`src/rtl/light_cmd_parser.sv`:
```
// ASCII light-puzzle line parser: emits one packed command per line with a one-deep lookahead so the final command carries last.
// Optional build macro LIGHT_CMD_PARSER_ERR_CHECK_EN drops malformed lines and counts them on err_count.
module light_cmd_parser #(
   parameter int INSTRUCTION_WIDTH = 50,
   parameter int POSITION_BITS     = 12
) (
   input  logic                         clk,
   input  logic                         reset,
   input  logic                         byte_valid,
   output logic                         byte_ready,
   input  logic [7:0]                   byte_data,
   input  logic                         byte_last,
   output logic                         instr_valid,
   input  logic                         instr_ready,
   output logic [INSTRUCTION_WIDTH-1:0] instr_data,
   output logic                         instr_last,
   output logic                         done
`ifdef LIGHT_CMD_PARSER_ERR_CHECK_EN
   ,
   output logic [15:0]                  err_count
`endif
);

   localparam int CMD_W = 2 + 4 * POSITION_BITS;
   localparam logic [1:0] OP_OFF = 2'b00;
   localparam logic [1:0] OP_TOG = 2'b01;
   localparam logic [1:0] OP_ON  = 2'b11;
   localparam logic [7:0] CH_NL  = 8'h0A;
   localparam logic [7:0] CH_O   = 8'h6F;
   localparam logic [7:0] CH_N   = 8'h6E;
   localparam logic [7:0] CH_F   = 8'h66;

   typedef enum logic [1:0] {S_PARSE, S_FLUSH, S_DONE} state_t;

   state_t                   state_q, state_d;
   logic [2:0]               pos_q, pos_d;
   logic [2:0]               fld_q, fld_d;
   logic                     in_num_q, in_num_d;
   logic                     tog_q, tog_d;
   logic                     on_q, on_d;
   logic                     off_q, off_d;
   logic [POSITION_BITS-1:0] fields_q [4];
   logic [POSITION_BITS-1:0] fields_d [4];
   logic [POSITION_BITS-1:0] f_cur [4];
   logic                     held_valid_q, held_valid_d;
   logic                     held_last_q, held_last_d;
   logic [CMD_W-1:0]         held_data_q, held_data_d;
   logic                     out_valid_q, out_valid_d;
   logic                     out_last_q, out_last_d;
   logic [CMD_W-1:0]         out_data_q, out_data_d;

   logic             byte_acc;
   logic             is_digit;
   logic             is_nl;
   logic [3:0]       digit;
   logic [2:0]       fld_inc;
   logic [2:0]       n_fields;
   logic             line_end;
   logic             cmd_ok;
   logic             cmp;
   logic [1:0]       op;
   logic [CMD_W-1:0] cmd;
   logic             out_free;

   assign byte_acc = byte_valid && byte_ready;
   assign is_digit = (byte_data >= 8'h30) && (byte_data <= 8'h39);
   assign is_nl    = (byte_data == CH_NL);
   assign digit    = byte_data[3:0];
   assign fld_inc  = (fld_q == 3'd4) ? 3'd4 : fld_q + 3'd1;
   // A newline closes the digit run in progress, so it counts as one more field.
   assign n_fields = is_nl ? (in_num_q ? fld_inc : fld_q) : fld_inc;
   assign line_end = byte_acc && (is_nl ? (n_fields != 3'd0) : (byte_last && is_digit));
   assign op       = tog_q ? OP_TOG : (on_q ? OP_ON : OP_OFF);

`ifdef LIGHT_CMD_PARSER_ERR_CHECK_EN
   logic [15:0] err_q, err_d;
   assign cmd_ok    = (n_fields == 3'd4) && (tog_q || on_q || off_q);
   assign err_d     = (line_end && !cmd_ok && err_q != 16'hFFFF) ? err_q + 16'd1 : err_q;
   assign err_count = err_q;
`else
   assign cmd_ok = 1'b1;
`endif

   assign cmp = line_end && cmd_ok;

   always_comb begin : field_accumulate
      for (int i = 0; i < 4; i++) begin
         if (is_digit && fld_q == 3'(i))
            f_cur[i] = fields_q[i] * POSITION_BITS'(10) + POSITION_BITS'(digit);
         else
            f_cur[i] = fields_q[i];
      end
   end

   assign cmd = {op, f_cur[0], f_cur[1], f_cur[2], f_cur[3]};

   always_comb begin : parse_next
      pos_d    = pos_q;
      fld_d    = fld_q;
      in_num_d = in_num_q;
      tog_d    = tog_q;
      on_d     = on_q;
      off_d    = off_q;
      for (int i = 0; i < 4; i++) fields_d[i] = fields_q[i];
      if (byte_acc) begin
         if (is_nl) begin
            pos_d    = 3'd0;
            fld_d    = 3'd0;
            in_num_d = 1'b0;
            tog_d    = 1'b0;
            on_d     = 1'b0;
            off_d    = 1'b0;
            for (int i = 0; i < 4; i++) fields_d[i] = '0;
         end else begin
            pos_d = (pos_q == 3'd7) ? pos_q : pos_q + 3'd1;
            if (pos_q == 3'd1 && byte_data == CH_O) tog_d = 1'b1;
            if (pos_q == 3'd6) begin
               on_d  = (byte_data == CH_N);
               off_d = (byte_data == CH_F);
            end
            in_num_d = is_digit;
            if (!is_digit && in_num_q) fld_d = fld_inc;
            for (int i = 0; i < 4; i++) fields_d[i] = f_cur[i];
         end
      end
   end

   assign out_free = !out_valid_q || instr_ready;

   // HELD only reaches the output once it is known whether it is the final command.
   always_comb begin : queue_next
      held_valid_d = held_valid_q;
      held_last_d  = held_last_q;
      held_data_d  = held_data_q;
      out_valid_d  = out_valid_q && !instr_ready;
      out_last_d   = out_last_q;
      out_data_d   = out_data_q;
      case (state_q)
         S_PARSE: begin
            if (byte_acc && byte_last) begin
               if (held_valid_q) begin
                  out_valid_d = 1'b1;
                  out_data_d  = held_data_q;
                  out_last_d  = !cmp;
                  if (cmp) begin
                     held_data_d = cmd;
                     held_last_d = 1'b1;
                  end else begin
                     held_valid_d = 1'b0;
                  end
               end else if (cmp) begin
                  if (out_free) begin
                     out_valid_d = 1'b1;
                     out_data_d  = cmd;
                     out_last_d  = 1'b1;
                  end else begin
                     held_valid_d = 1'b1;
                     held_data_d  = cmd;
                     held_last_d  = 1'b1;
                  end
               end
            end else if (cmp) begin
               if (held_valid_q) begin
                  out_valid_d = 1'b1;
                  out_data_d  = held_data_q;
                  out_last_d  = 1'b0;
               end
               held_valid_d = 1'b1;
               held_data_d  = cmd;
               held_last_d  = 1'b0;
            end
         end
         S_FLUSH: begin
            if (out_free && held_valid_q) begin
               out_valid_d  = 1'b1;
               out_data_d   = held_data_q;
               out_last_d   = held_last_q;
               held_valid_d = 1'b0;
            end
         end
         default: ;
      endcase
   end

   always_comb begin : fsm_next
      state_d = state_q;
      case (state_q)
         S_PARSE: if (byte_acc && byte_last)
                     state_d = (out_valid_d || held_valid_d) ? S_FLUSH : S_DONE;
         S_FLUSH: if (!out_valid_d && !held_valid_d) state_d = S_DONE;
         default: state_d = S_DONE;
      endcase
   end

   always_comb begin : fsm_out
      byte_ready = !reset && (state_q == S_PARSE) && !(out_valid_q && held_valid_q);
      done       = (state_q == S_DONE);
   end

   always_comb begin : out_widen
      instr_data              = '0;
      instr_data[CMD_W-1:0]   = out_data_q;
   end
   assign instr_valid = out_valid_q;
   assign instr_last  = out_last_q;

   always_ff @(posedge clk) begin : state_reg
      if (reset) begin
         state_q      <= S_PARSE;
         pos_q        <= '0;
         fld_q        <= '0;
         in_num_q     <= 1'b0;
         tog_q        <= 1'b0;
         on_q         <= 1'b0;
         off_q        <= 1'b0;
         fields_q     <= '{default: '0};
         held_valid_q <= 1'b0;
         held_last_q  <= 1'b0;
         out_valid_q  <= 1'b0;
         out_last_q   <= 1'b0;
         out_data_q   <= '0;
`ifdef LIGHT_CMD_PARSER_ERR_CHECK_EN
         err_q        <= '0;
`endif
      end else begin
         state_q      <= state_d;
         pos_q        <= pos_d;
         fld_q        <= fld_d;
         in_num_q     <= in_num_d;
         tog_q        <= tog_d;
         on_q         <= on_d;
         off_q        <= off_d;
         fields_q     <= fields_d;
         held_valid_q <= held_valid_d;
         held_last_q  <= held_last_d;
         out_valid_q  <= out_valid_d;
         out_last_q   <= out_last_d;
         out_data_q   <= out_data_d;
`ifdef LIGHT_CMD_PARSER_ERR_CHECK_EN
         err_q        <= err_d;
`endif
      end
   end

   always_ff @(posedge clk) begin : held_data_reg
      held_data_q <= held_data_d;
   end

endmodule
```
`config.mk`:
```
export PLATFORM = sky130hd
export DESIGN_NAME = light_cmd_parser
export DESIGN_NICKNAME = d
export VERILOG_FILES = /design/src/rtl/light_cmd_parser.sv
export SDC_FILE = /design/constraint.sdc
export NUM_CORES = 1
export LEC_CHECK = 0
export ABC_AREA = 1
export CAP_MARGIN = 10
export CORE_ASPECT_RATIO = 1.1
export CORE_UTILIZATION = 47
export CTS_CLUSTER_SIZE = 14
export DETAILED_ROUTE_END_ITERATION = 6
export GPL_ROUTABILITY_DRIVEN = 0
export MAX_ROUTING_LAYER = met4
export PLACE_DENSITY_LB_ADDON = 0.05
export SLEW_MARGIN = 30
export SYNTH_ARGS = -nofsm -noshare
export SYNTH_HDL_FRONTEND = slang
export SYNTH_SLANG_ARGS = --single-unit
```
`constraint.sdc`:
```
create_clock -name clk -period 7.6 [get_ports clk]
set_input_delay 1.14 -clock clk [delete_from_list [all_inputs] [get_ports clk]]
set_output_delay 1.14 -clock clk [all_outputs]
set_load 0.02 [all_outputs]
```
; Word level (Yosys, flattened, before mapping)
; Index checks and enable logic that the tools add are counted.
[op_classes]
n_mux = 67
eq_ne = 22
n_lt_le_gt_ge = 2
n_reduce_logical = 42
add_sub_neg = 6
multipliers = 4
[ops]
columns = operator, n
row1 = $mux 50, 12
row2 = $pmux 50 s2, 1
row3 = $add 12x4->12, 4
row4 = $mul 12x3->11 const B, 4
row5 = $mux 12, 4
row6 = $mux 48, 1
row7 = $mux 1, 33
row8 = $mux 3, 7
row9 = $ne 3x3->1 const B, 6
row10 = $logic_and 1x1->1, 17
row11 = $eq 8x7->1 const B, 2
row12 = $mux 2, 5
row13 = $reduce_and 2->1, 5
row14 = $eq 3x3->1 const B, 3
row15 = $eq 8x4->1 const B, 1
row16 = $ge 8x6->1 const B, 1
row17 = $le 8x6->1 const B, 1
row18 = $logic_not 1->1, 8
row19 = $ne 2x2->1 const B, 4
row20 = $reduce_bool 2->1, 4
row21 = $add 3x1->3 const B, 2
row22 = $eq 3x1->1 const B, 2
row23 = $eq 3x2->1 const B, 2
row24 = $pmux 1 s2, 3
row25 = 9 further kinds, 11
[word_totals]
in_bits = 13
regBits = 163

; Depth between registers and ports, before layout
; Gate-level depths: netlist of the first run.
[depth]
word_depth = 15
depth_mapped = 17
depth_no_buf = 17

; Worst setup path after synthesis of the first run
; No wires, ideal clock.
[synth_timing]
kind = input port to flip-flop
startpoint = in reset
endpoint = reg held_data_q[0], enable pin
t_required_ns = 7.112
arrival_time_ns = 4.593
path_slack_ns = 2.520
n_path_buf = 2
cell_stages = 10
path_cell_list = buf_2 -> inv_2 -> nand2_1 -> nor2_2 -> nand2_1 -> nor2_2 -> inv_2 -> nor2_4 -> buf_1 -> a31oi_1
[synth_via]
elab_chain_len = 7
word_cells_on_any_way = 9
[synth_rtl]
columns = element, line_no
row1 = from (decl), 8  ; input logic reset,
row2 = $logic_not 1->1 *, 196  ; byte_ready = !reset && (state_q == S_PARSE) && !(out_valid_q && held_valid_q);
row3 = $logic_and 1x1->1 * (2 in series), 196
row4 = net byte_ready, 10  ; output logic byte_ready,
row5 = $logic_and 1x1->1 *, 65  ; assign byte_acc = byte_valid && byte_ready;
row6 = "$logic_and 1x1->1, on equally long branches", "72, 140"
row7 = $ne 3x3->1 (no source line), n/a
row8 = $reduce_and 3->1 (no source line) *, n/a
row9 = to (signal assigned), 246  ; held_data_q <= held_data_d;
row10 = to (decl), 47  ; logic [CMD_W-1:0] held_data_q, held_data_d;
; The timed path passes the listed nets; every way through them passes the cells marked *.
; A chain may end at the register's enable or synchronous reset.

; Worst setup path after layout of the first run
[layout_timing]
startpoint = in reset
endpoint = reg out_data_q[13], in the netlist instr_data[13]
[layout_via]
elab_chain_len = 7
word_cells_on_any_way = 12
[layout_rtl]
columns = element, line_no
row1 = $logic_not 1->1, 196
row2 = $logic_and 1x1->1 (2 in series), 196
row3 = $logic_and 1x1->1, 65
row4 = "$logic_and 1x1->1, on equally long branches", "72, 140"
row5 = $ne 3x3->1 (no source line) or $mux 50 (tied branches), n/a
row6 = $reduce_and 6->1 (no source line) or $pmux 50 s2 (tied branches), n/a
row7 = to (signal assigned), 238  ; out_data_q <= out_data_d;
row8 = to (decl), 50  ; logic [CMD_W-1:0] out_data_q, out_data_d;
; Several ways; a longest one is shown, not always the timed one.

==> impl_metrics.yaml, run 1 <==
sta:
  slew_violations: 0
  hold_viol: 0
  fmax_ghz: 0.222
  finalSetupViolCount: 0
  min_period_ps: 4500
  fin_skew_ps: 11.7
  rsz0062_at_grt: "false"
  tns_ps: 0
  tightest_slew_ps: 991
  setup_slack_ps: 3100
  finalCritPeriodShare: 0.592
  relSlewSlack: 0.339
clock_network:
  cts_resized: 0
  cts_max_level: 4
  cts_tree: "done"
  clock_sinks: 163
  cts_hold_buf: 0
  worstSkewPairLatency_ps: 430
  cts_made_buffers: 17
  cts_root_buffer: "clkbuf_16"
  post_cts_buffers: 0
  clk_pin_slew_ps: 60
  clock_path_buffers: 2
pwr:
  ir_drop_v: 0.000161
  leakage_uw: 0.00546
  p_per_area_nw_per_um2: 175
place:
  place_ws_ps: 2680
  port_buffers: 66
  dp_hpwl_um: 19700
  dp_cells: 1855
critical_path:
  critPathRequiredTime_ps: 7950
  path_class: "in2reg"
  cp_data_arrival_time_ps: 4850
  cp-start-kind: "input pin"
  crit_path_end_kind: "register"
  cp_max_fo: 50
grt:
  grtUsageTotal: 0.262
  grt_pass1_vias: 9256
  antenna_found_initial: 0
  grt_start_max_net_pins: 82
  grt_overflow_total: 0
  grt_pass1_wl_um: 47300
final_layout:
  area_growth_pct: 13.0
  fillCellCount: 2240
  layout-drive-gt1-share: 0.0653
  stdcell_count: 1887
  final_nets: 1681
  antenna_cells: 0
  seqCellArea_um2: 3760
  multi_input_area_um2: 6050
floorplanning:
  core_um2: 22300
  die_x_um: 146
  ios: 67
  die_y_um: 160
  std_cell_rows: 57
  die_area_um2: 23400
  start_util: 0.481
synthesis:
  synth_area_leaders: "dfxtp_1 21%, nand2_1 17%, edfxtp_1 14%"
  synth_cells: 1544
  yosys.area.top_type: "dfxtp_1"
  syn-cell-area_um2: 10700
  yosysTopAreaCellShare: 0.211
  synth-seq-area-share: 0.351
  synth_cell_types: 38
  yosys_warnings: 0
  ys_seq_elements: 163
  synth_nets: 1646
  synth_area_per_cell_um2: 6.94
drt:
  ant_nets: 0
  drt_iter0_drc: 583
  post_drt_wl_per_cell_um: 15.1
  drc: 0
  drt-vias-per-instance: 5.21
  wl_um: 28600
  drt_first_pass_iters: 5
  vias: 9833
job:
  cap_violations: 0
run_status:
  status: "finished clean"
hold_path:
  min_path_type: "reg2reg"
report_power, final:
group	internal, µW	switching [µW]	leakage (µW)	total [µW]
registers	988	34.4	0.00144	1020
logic	83.9	164	0.00374	248
clock network	484	367	0.000276	851
cells in the final DEF, fill, tap and decap left out, types with 2 or more instances in the layout:
cell type,synthesis,layout
inv_4,0,4
xnor2_1,15,15
nor2_2,2,3
clkinv_2,0,2
nor2_1,113,112
fa_1,8,8
nand4_1,23,23
nand2_1,476,475
nand3_1,115,115
bufinv_16,0,2
dfxtp_1,113,113
inv_1,163,163
clkbuf_1,26,2
o21ai_1,25,25
clkdlybuf4s50_1,0,65
o22ai_1,4,4
a21oi_1,103,103
buf_4,5,7
nor3_1,3,3
clkinvlp_4,0,2
inv_2,8,7
o21ai_0,101,101
xor2_1,12,12
ha_1,81,81
nand3_2,2,2
nand2_2,3,4
edfxtp_1,50,50
a211oi_1,2,2
clkbuf_16,0,17
nor4_1,2,2
clkinv_4,0,2
nand3b_1,4,4
o21a_1,4,4
or2_2,47,47
worst paths after layout:
| check | startpoint | endpoint | slack (ps) | depth (start not counted) |
|---|---|---|---|---|
| worst max-delay path | reset | instr_data[13]$_SDFFE_PP0P_ | 3100 | 14 |
| worst min-delay path | fields_q[47]$_SDFFE_PP0P_ | fields_q[47]$_SDFFE_PP0P_ | 460 | 2 |
| worst max register to register | held_valid_q$_SDFF_PP0_ | instr_data[6]$_SDFFE_PP0P_ | 3780 | 13 |
| worst min register to register | fields_q[47]$_SDFFE_PP0P_ | fields_q[47]$_SDFFE_PP0P_ | 460 | 2 |
synthesized netlist by cell type, drive strengths merged:
cell type  number
fa              8
a211o           1
o21a            4
inv           171
a32oi           1
nor4            2
dfxtp         113
xor2           12
ha             81
and2            1
nor2          116
o21ai         126
nand3         117
clkbuf         27
edfxtp         50
nand4          23
nor3b           1
buf            30
o22ai           4
a211oi          2
a31oi           2
nand2         479
nor3            4
nand3b          4
a21oi         103
or2            47
xnor2          15
registers in the layout, indices dropped and copies added (netlist names):
name          cells
in_num_q          1
state_q           2
pos_q             3
tog_q             1
fld_q             3
instr_data       50
held_last_q       1
held_data_q      50
held_valid_q      1
instr_last        1
fields_q         48
on_q              1
instr_valid       1
layout make-up:
class,instances,share of cell area
Multi-Input combinational cell,1153,0.500
Inverter,171,0.0532
Clock buffer,19,0.0358
Clock inverter,13,0.0111
Sequential cell,163,0.311
Timing Repair Buffer,73,0.0585
Tap cell,295,0.0305
layer usage:
| metal | part of all wire | vias to the layer above | GRT usage | wire (µm) |
|---|---|---|---|---|
| li1 | - | 5082 | - | - |
| met1 | 0.49 | 4477 | 0.354 | 13900 |
| met2 | 0.45 | 249 | 0.420 | 12900 |
| met3 | 0.051 | 25 | 0.0341 | 1450 |
| met4 | 0.0093 | 0 | 0.0526 | 265 |
| met5 | 0 | - | - | 0 |
worst max-delay path, stage by stage:
cell,delay (ps)
buf_2,110
inv_2,460
nand2_1,140
nor2_2,140
nand2_2,50
buf_4,330
inv_1,430
nand3_1,210
nand2_2,140
nand3_2,470
buf_4,510
inv_2,380
nand2_1,100
a21oi_1,150
stage by stage:
stage	cell area [µm²]	hold slack [ps]	total power (µW)	util
after floorplan	10700	441	1200	-
after global placement	11500	447	1280	0.518
after detailed placement	11500	454	1290	0.518
after CTS	12100	464	2130	0.544
after global routing	12100	497	2210	0.544
final	12100	463	2120	0.544
cell families after synthesis:
kind of cell	synth area share
simple gates	0.315
fa+ha+maj	0.110
compound gates	0.116
flops	0.351
buf+inv	0.0857
xor+xnor	0.0221
Note: power is estimated with default switching activity, not from simulation.
==> run 2: changes to the inputs <==
- clock period: 7.6 -> 3.8 ns (I/O delays scaled with it)
==> impl_metrics.yaml, run 2 (synthesis results as in run 1) <==
floorplanning:
  std_cell_rows: 57
  core_um2: 22300
  die_x_um: 146
  die_y_um: 160
  ios: 67
  die_area_um2: 23400
  start_util: 0.481
drt:
  vias: 9886
  drc: 0
  post_drt_wl_per_cell_um: 14.9
  drt_first_pass_iters: 5
  ant_nets: 0
  drt_iter0_drc: 753
  drt-vias-per-instance: 5.18
  wl_um: 28500
place:
  dp_hpwl_um: 20500
  place_ws_ps: 358
  port_buffers: 66
  dp_cells: 1876
  placed_cell_area_um2: 11800
pwr:
  p_clk_frac: 0.398
  power.internal_uw: 3130
  p_seq_frac: 0.480
  leakage_uw: 0.00558
  comb_power_share: 0.122
  p_per_area_nw_per_um2: 345
  switchingPower_uw: 1130
  switching_share: 0.264
  ir_drop_v: 0.000315
sta:
  min_period_ps: 2990
  finalCritPeriodShare: 0.788
  finalSetupViolCount: 0
  rsz0062_at_grt: "false"
  fin_skew_ps: 8.88
  tightest_slew_ps: 613
  tns_ps: 0
  relSlewSlack: 0.587
  fmax_ghz: 0.334
  slew_violations: 0
  hold_viol: 0
  setup_slack_ps: 805
final_layout:
  layout_commonest_cell: "nand2_1"
  final_cell_mix: "475 x nand2_1, 163 x inv_1, 115 x nand3_1"
  fin_area_um2: 12300
  stdcell_count: 1908
  fillCellCount: 2256
  multi_input_area_um2: 6050
  final_nets: 1702
  layout-drive-gt1-share: 0.0769
  seqCellArea_um2: 3760
  antenna_cells: 0
  area_growth_pct: 15.3
critical_path:
  cp_data_arrival_time_ps: 3370
  crit_path_end_kind: "register"
  crit_path_start: "byte_data[3]"
  slowest_delay_ps: 700
  critPathRequiredTime_ps: 4170
  path_delay_family: "buffers and inverters"
  worst-path-stages: 15
  crit_slowest_cell: "clkdlybuf4s50_1"
  path_buf_inv: 4
  r2r_end: "instr_data[45]$_SDFFE_PP0P_"
  worstSetupEndpoint: "instr_data[45]$_SDFFE_PP0P_"
  cp_max_fo: 8
  path_class: "in2reg"
  timing.rr.start: "fields_q[37]$_SDFFE_PP0P_"
  rrSetupSlack_ps: 880
  cp-start-kind: "input pin"
  worstRegToRegCells: 16
  path_cells: "clkdlybuf4s50_1 > buf_4 > ha_1 > inv_1 > o21ai_0 > nand2_1 > nor2_1 > nand3_1 > nor2_1 > nor2_1 > o21ai_0 > nand3_1 > nand2_1 > nand2_1 > inv_1"
grt:
  grt_start_max_net_pins: 46
  grt_pass1_vias: 9124
  grt_pass1_wl_um: 47300
  grt_overflow_total: 0
  antenna_found_initial: 0
  grtUsageTotal: 0.262
clock_network:
  worstSkewPairLatency_ps: 430
  cts_max_level: 4
  clock_path_buffers: 2
  cts_tree: "done"
  cts_made_buffers: 17
  cts_root_buffer: "clkbuf_16"
  cts_resized: 0
  clk_pin_slew_ps: 70
  post_cts_buffers: 0
  cts_hold_buf: 0
  clock_sinks: 163
job:
  cap_violations: 0
run_status:
  status: "finished clean"
hold_path:
  min_path_type: "reg2reg"
-- run 2: power by group through the flow --
stage | clock [µW] | sequential [µW] | combinational [µW]
6_report | 1690 | 2040 | 519
5_1_grt | 1790 | 2060 | 586
4_1_cts | 1720 | 2040 | 523
3_5_place_dp | 0 | 2080 | 520
3_3_place_gp | 0 | 2080 | 514
2_1_floorplan | 0 | 2080 | 326
-- run 2: worst min path at each step --
stage,startpoint,end,slack (ps),cells past startpoint
floorplan,fields_q[11]$_SDFFE_PP0P_,fields_q[11]$_SDFFE_PP0P_,440,2
global placement,fields_q[23]$_SDFFE_PP0P_,fields_q[23]$_SDFFE_PP0P_,450,2
detailed placement,fields_q[47]$_SDFFE_PP0P_,fields_q[47]$_SDFFE_PP0P_,450,2
CTS,fields_q[35]$_SDFFE_PP0P_,fields_q[35]$_SDFFE_PP0P_,460,2
global route,fields_q[11]$_SDFFE_PP0P_,fields_q[11]$_SDFFE_PP0P_,490,2
finish,fields_q[47]$_SDFFE_PP0P_,fields_q[47]$_SDFFE_PP0P_,460,2
-- run 2: metrics by stage --
stage	util	power, µW	hold WS [ps]
after floorplan	-	2410	441
after global placement	0.529	2590	447
after detailed placement	0.529	2600	451
after CTS	0.555	4290	464
after global routing	0.555	4440	488
final	0.555	4260	464
-- run 2: metal layers --
metal	GRT usage	wire, µm
met1	0.348	13600
met2	0.424	13000
met3	0.0327	1550
met4	0.0646	344
met5	-	0
-- run 2: layout make-up --
class,count,share of cell area
Clock inverter,13,0.0110
Clock buffer,19,0.0351
Multi-Input combinational cell,1153,0.490
Tap cell,295,0.0299
Sequential cell,163,0.305
Timing Repair Buffer,94,0.0772
Inverter,171,0.0520
-- run 2: worst min-delay path: cells and delay by family, from the launching register on --
kind,cells,cell delay (ps)
AND/OR/NAND/NOR,1,60
flip-flops,1,310
AO/OA/AOI/OAI,1,50
==> run 3: changes to the inputs <==
- clock period: 3.8 -> 2.6 ns (I/O delays scaled with it)
==> impl_metrics.yaml, run 3 (synthesis results as in run 1) <==
sta:
  finalCritPeriodShare: 0.973
  fmax_ghz: 0.395
  finalSetupViolCount: 0
  fin_skew_ps: 17.0
  relSlewSlack: 0.583
  rsz0062_at_grt: "true"
  hold_viol: 0
  slew_violations: 0
  min_period_ps: 2530
  tightest_slew_ps: 620
  tns_ps: 0
clock_network:
  cts_made_buffers: 17
  clk_pin_slew_ps: 70
  cts_max_level: 4
  clock_path_buffers: 2
  worstSkewPairLatency_ps: 440
  clock_sinks: 163
  cts_hold_buf: 0
  cts_root_buffer: "clkbuf_16"
  cts_tree: "done"
drt:
  post_drt_wl_per_cell_um: 14.7
  drc: 0
  drt_iter0_drc: 542
  drt_first_pass_iters: 5
  wl_um: 29700
  ant_nets: 0
  drt-vias-per-instance: 5.08
  vias: 10300
final_layout:
  area_growth_pct: 28.0
  fillCellCount: 2104
  antenna_cells: 0
  final_cell_mix: "469 x nand2_1, 160 x inv_1, 132 x buf_4"
  seqCellArea_um2: 3780
  layout-drive-gt1-share: 0.191
  utilization: 0.616
  layout_commonest_cell: "nand2_1"
  multi_input_area_um2: 6500
  final_nets: 1817
run_status:
  status: "finished clean"
floorplanning:
  core_um2: 22300
  start_util: 0.481
  std_cell_rows: 57
  ios: 67
  die_area_um2: 23400
  die_x_um: 146
  die_y_um: 160
grt:
  grt_pass1_vias: 9530
  grt_start_max_net_pins: 49
  grt_pass1_wl_um: 47900
  grtUsageTotal: 0.263
  antenna_found_initial: 0
  grt_overflow_total: 0
critical_path:
  crit_path_end_kind: "register"
  crit_slowest_cell: "fa_2"
  worstSetupEndpoint: "held_data_q[34]$_DFFE_PP_"
  crit_path_start: "fields_q[27]$_SDFFE_PP0P_"
  r2r_end: "held_data_q[34]$_DFFE_PP_"
  path_cells: "ha_4 > ha_4 > fa_2 > buf_4 > nor2_1 > nor2_4 > nand3_1 > nor2_1 > nand2_1 > nor2_1 > nand3_1 > nand3_1 > nand3_1 > nand2_1"
  timing.rr.start: "fields_q[27]$_SDFFE_PP0P_"
  cp_data_arrival_time_ps: 2720
  path_common_cell: "nand3_1"
  cp-start-kind: "register"
  worstRegToRegCells: 14
  critPathRequiredTime_ps: 2790
  slowest_delay_ps: 370
  cp_max_fo: 4
  rrSetupSlack_ps: 70
  path_class: "reg2reg"
hold_path:
  min_path_type: "reg2reg"
place:
  dp_hpwl_um: 21400
  port_buffers: 66
pwr:
  leakage_uw: 0.00615
  ir_drop_v: 0.000472
  p_per_area_nw_per_um2: 458
  power_uw: 6280
job:
  cap_violations: 0
[run 3: changes by cell type in the layout (fill, tap and decap cells not counted), moves of 8 or more]
cell / before / now
buf_4: 21 / 132
ha_1: 81 / 57
ha_4: 0 / 16
nor2_1: 112 / 97
o21ai_0: 101 / 87
dfxtp_1: 113 / 101
dfxtp_2: 0 / 11
nand3_1: 115 / 104
nand3_2: 2 / 13
nor2_2: 3 / 13
ha_2: 0 / 8
o21ai_1: 25 / 33
[run 3: critical path, delay by kind of cell (launching register included)]
kind / cells / cell delay, ps
buffers and inverters: 1 / 150
DFF: 1 / 340
and+or+nand+nor: 10 / 1020
adders and majority gates: 3 / 770
[run 3: repair_timing]
item	in CTS	in global routing
pin swaps	2	38
setup endpoints to repair	27	114
gates resized for setup	9	112
buffers inserted	0	4
[run 3: through the flow]
| stage | setup WS [ps] | area [µm²] | cells | hold slack [ps] |
|---|---|---|---|---|
| after floorplan | 46.8 | 10700 | 1544 | 441 |
| after global placement | -434 | 12600 | 1987 | 449 |
| after detailed placement | -471 | 12600 | 1987 | 456 |
| after CTS | 6.26 | 13200 | 2019 | 466 |
| after global routing | -57.5 | 13700 | 2023 | 477 |
| final | 70.7 | 13700 | 2023 | 460 |
[run 3: how the worst min path moves through the flow]
stage                                            from                           to  slack (ps)  cells after the start
after floorplan             fields_q[11]$_SDFFE_PP0P_    fields_q[11]$_SDFFE_PP0P_         440                      2
after global placement      fields_q[47]$_SDFFE_PP0P_    fields_q[47]$_SDFFE_PP0P_         450                      2
after detailed placement  instr_data[48]$_SDFFE_PP0P_  instr_data[48]$_SDFFE_PP0P_         460                      2
after CTS                 instr_data[48]$_SDFFE_PP0P_  instr_data[48]$_SDFFE_PP0P_         470                      2
after global routing        fields_q[11]$_SDFFE_PP0P_    fields_q[11]$_SDFFE_PP0P_         480                      2
final                     instr_data[26]$_SDFFE_PP0P_  instr_data[26]$_SDFFE_PP0P_         460                      2
[run 3: per-layer routing]
layer | part of all wire | track usage | wire [µm] | vias up
li1 | - | - | - | 5347
met1 | 0.49 | 0.353 | 14500 | 4707
met2 | 0.46 | 0.424 | 13700 | 204
met3 | 0.039 | 0.0347 | 1150 | 26
met4 | 0.010 | 0.0536 | 311 | 0
met5 | 0 | - | 0 | -
[run 3: final cells by class]
cell class	instances	share of cell area
multi-input cells	1153	0.474
clock buffers	17	0.0310
well taps	295	0.0269
repair buffers	209	0.135
inverters	171	0.0471
flip-flops and latches	163	0.276
clock inverters	15	0.0101
[run 3: where the power goes]
part / switching (µW) / internal, µW
registers: 93.9 / 2890
logic: 486 / 310
clock network: 1100 / 1400
total: 1680 / 4600
==> RTL change: new RTL, flow settings as in run 3 <==
Build with the macro `LIGHT_CMD_PARSER_ERR_CHECK_EN` defined.
--- a/src/rtl/light_cmd_parser.sv
+++ b/src/rtl/light_cmd_parser.sv
@@ -1,5 +1,7 @@
 // ASCII light-puzzle line parser: emits one packed command per line with a one-deep lookahead so the final command carries last.
 // Optional build macro LIGHT_CMD_PARSER_ERR_CHECK_EN drops malformed lines and counts them on err_count.
+`define LIGHT_CMD_PARSER_ERR_CHECK_EN
+
 module light_cmd_parser #(
    parameter int INSTRUCTION_WIDTH = 50,
    parameter int POSITION_BITS     = 12
Function (old outputs only; new: err_count): changed (a bounded check fails within 4 cycles, from zero or initial values and one cycle with reset high).
==> RTL change against run 3 <==
Cell count grew 11%; power increased by 4.5%; setup slack got worse by 0.061 ns; count of clock-buffer cells in the layout is 4 higher; cell area is 10% higher; wire length rose by 10%; sequential cell count grew 17; area after synthesis increased by 11%; global-route usage about the same; largest cell class unchanged.
==> RTL change: results (changes against run 3) <==
| Metric | Value |
|---|---|
| Detailed Place HPWL | `23.12 mm (was 21.39 mm)` |
| Final Skew | `0.01440 ns (was 0.01697 ns)` |
| Min Tclk post-route | `2.590 ns (was 2.529 ns)` |
| Port Buffers | `82 (was 66)` |
| Pleak | `6.619 nW (was 6.148 nW)` |
| Launch point of the worst reg-to-reg path | `fields_q[3]$_SDFFE_PP0P_ (was fields_q[27]$_SDFFE_PP0P_)` |
| Final #Nets | `2031 (was 1817)` |
| Sequential power share | `0.488 (was 0.474)` |
| Iteration-0 DRC Markers | `688 (was 542)` |
| Worst-case reg-to-reg path depth | `13 (was 14)` |
| Cells after synthesis | `1755 (was 1544)` |
| Synth unique cells | `42 (was 38)` |
| Clock group power | `2.61 mW (was 2.51 mW)` |
| Hold Crit Start | `held_last_q$_SDFFE_PP0P_ (was instr_data[26]$_SDFFE_PP0P_)` |
| Placed Cells | `2208 (was 1987)` |
| Reg2reg end | `held_data_q[11]$_DFFE_PP_ (was held_data_q[34]$_DFFE_PP_)` |
| Max incr delay on CP | `0.45 ns (was 0.37 ns)` |
| VDD IR max | `0.0003691 V (was 0.0004718 V)` |
| Fillers | `2280 (was 2104)` |
| Sequential area share after synthesis | `0.3448 (was 0.3513)` |
| Seq group | `3.20 mW (was 2.98 mW)` |
| DP Area | `13930 um^2 (was 12640 um^2)` |
| Crit path max fanout | `3 (was 4)` |
| WHS | `0.4502 ns (was 0.4604 ns)` |
| Max_slew headroom | `0.4091 (was 0.5826)` |
| First-pass GRT wire length | `53.34 mm (was 47.86 mm)` |
| Setup slack, reg-to-reg | `0.01 ns (was 0.07 ns)` |
| Number of post-CTS setup repair buffers | `4 (was 0)` |
| Hold path endpoint | `held_last_q$_SDFFE_PP0P_ (was instr_data[26]$_SDFFE_PP0P_)` |
| Placement Setup Slack | `-0.4492 ns (was -0.4705 ns)` |
| DR WL/cell | `14.56 um (was 14.67 um)` |
| Post-CTS sizing | `27 (was 9)` |
| Routed WL | `32.78 mm (was 29.68 mm)` |
| Outcome | `completed (unchanged)` |
| Internal power | `4.844 mW (was 4.598 mW)` |
| Largest net degree at the start of global routing | `68 (was 49)` |
| Vias in the first global route | `10970 (was 9530)` |
| Synth area leaders | `dfxtp_1, nand2_1, edfxtp_1 (unchanged)` |
| Synth cell count leaders | `nand2_1, inv_1, nor2_1 (was nand2_1, inv_1, nand3_1)` |
| DR vias/cell | `5.206 (was 5.084)` |
| Share of cells above drive strength 1 | `0.1850 (was 0.1910)` |
| Reg clk slew, reported paths | `0.08 ns` |
-- RTL change: cell count changes in the layout (fill, tap and decap cells not counted), sizes merged, moves of 17 or more --
| cell | before | now |
|---|---|---|
| nand2 | 479 | 544 |
| o21ai | 126 | 154 |
| nand3 | 117 | 85 |
| dfxtp | 113 | 130 |
| or2 | 47 | 21 |
| nor2 | 116 | 191 |
| inv | 172 | 224 |
| clkdlybuf4s50 | 62 | 81 |
-- RTL change: logic make-up after synthesis --
family                     synth area share
adders and majority gates           0.09966
DFF                                  0.3448
AOI/OAI and AO/OA                    0.1183
and+or+nand+nor                      0.3270
buffers and inverters               0.09336
xor gates and xnor gates            0.01693
-- RTL change: how the worst max path moves through the flow --
stage | from | to | depth (start not counted)
after global routing | fields_q[3]$_SDFFE_PP0P_ | fields_q[11]$_SDFFE_PP0P_ | 15
after detailed placement | byte_data[1] | held_data_q[45]$_DFFE_PP_ | 16
after floorplan | fld_q[0]$_SDFFE_PP0P_ | held_data_q[0]$_DFFE_PP_ | 13
after CTS | fields_q[37]$_SDFFE_PP0P_ | held_data_q[45]$_DFFE_PP_ | 14
after global placement | byte_data[1] | held_data_q[47]$_DFFE_PP_ | 16
final | fields_q[3]$_SDFFE_PP0P_ | held_data_q[11]$_DFFE_PP_ | 13
-- RTL change: layer usage --
metal	wire length [um]	GRT usage
met5	0	-
met4	441	0.06435
met3	1174	0.03149
met2	16130	0.4506
met1	15040	0.3309
-- RTL change: final cells by class --
class / instances / area [um^2] / share of cell area
Sequential cell: 180 / 4126 / 0.2727
Inverter: 222 / 838.3 / 0.05539
Tap cell: 310 / 387.9 / 0.02563
Clock inverter: 11 / 126.4 / 0.008351
Timing Repair Buffer: 212 / 1937 / 0.1280
Multi-Input combinational cell: 1295 / 7267 / 0.4802
Clock buffer: 21 / 450.4 / 0.02976
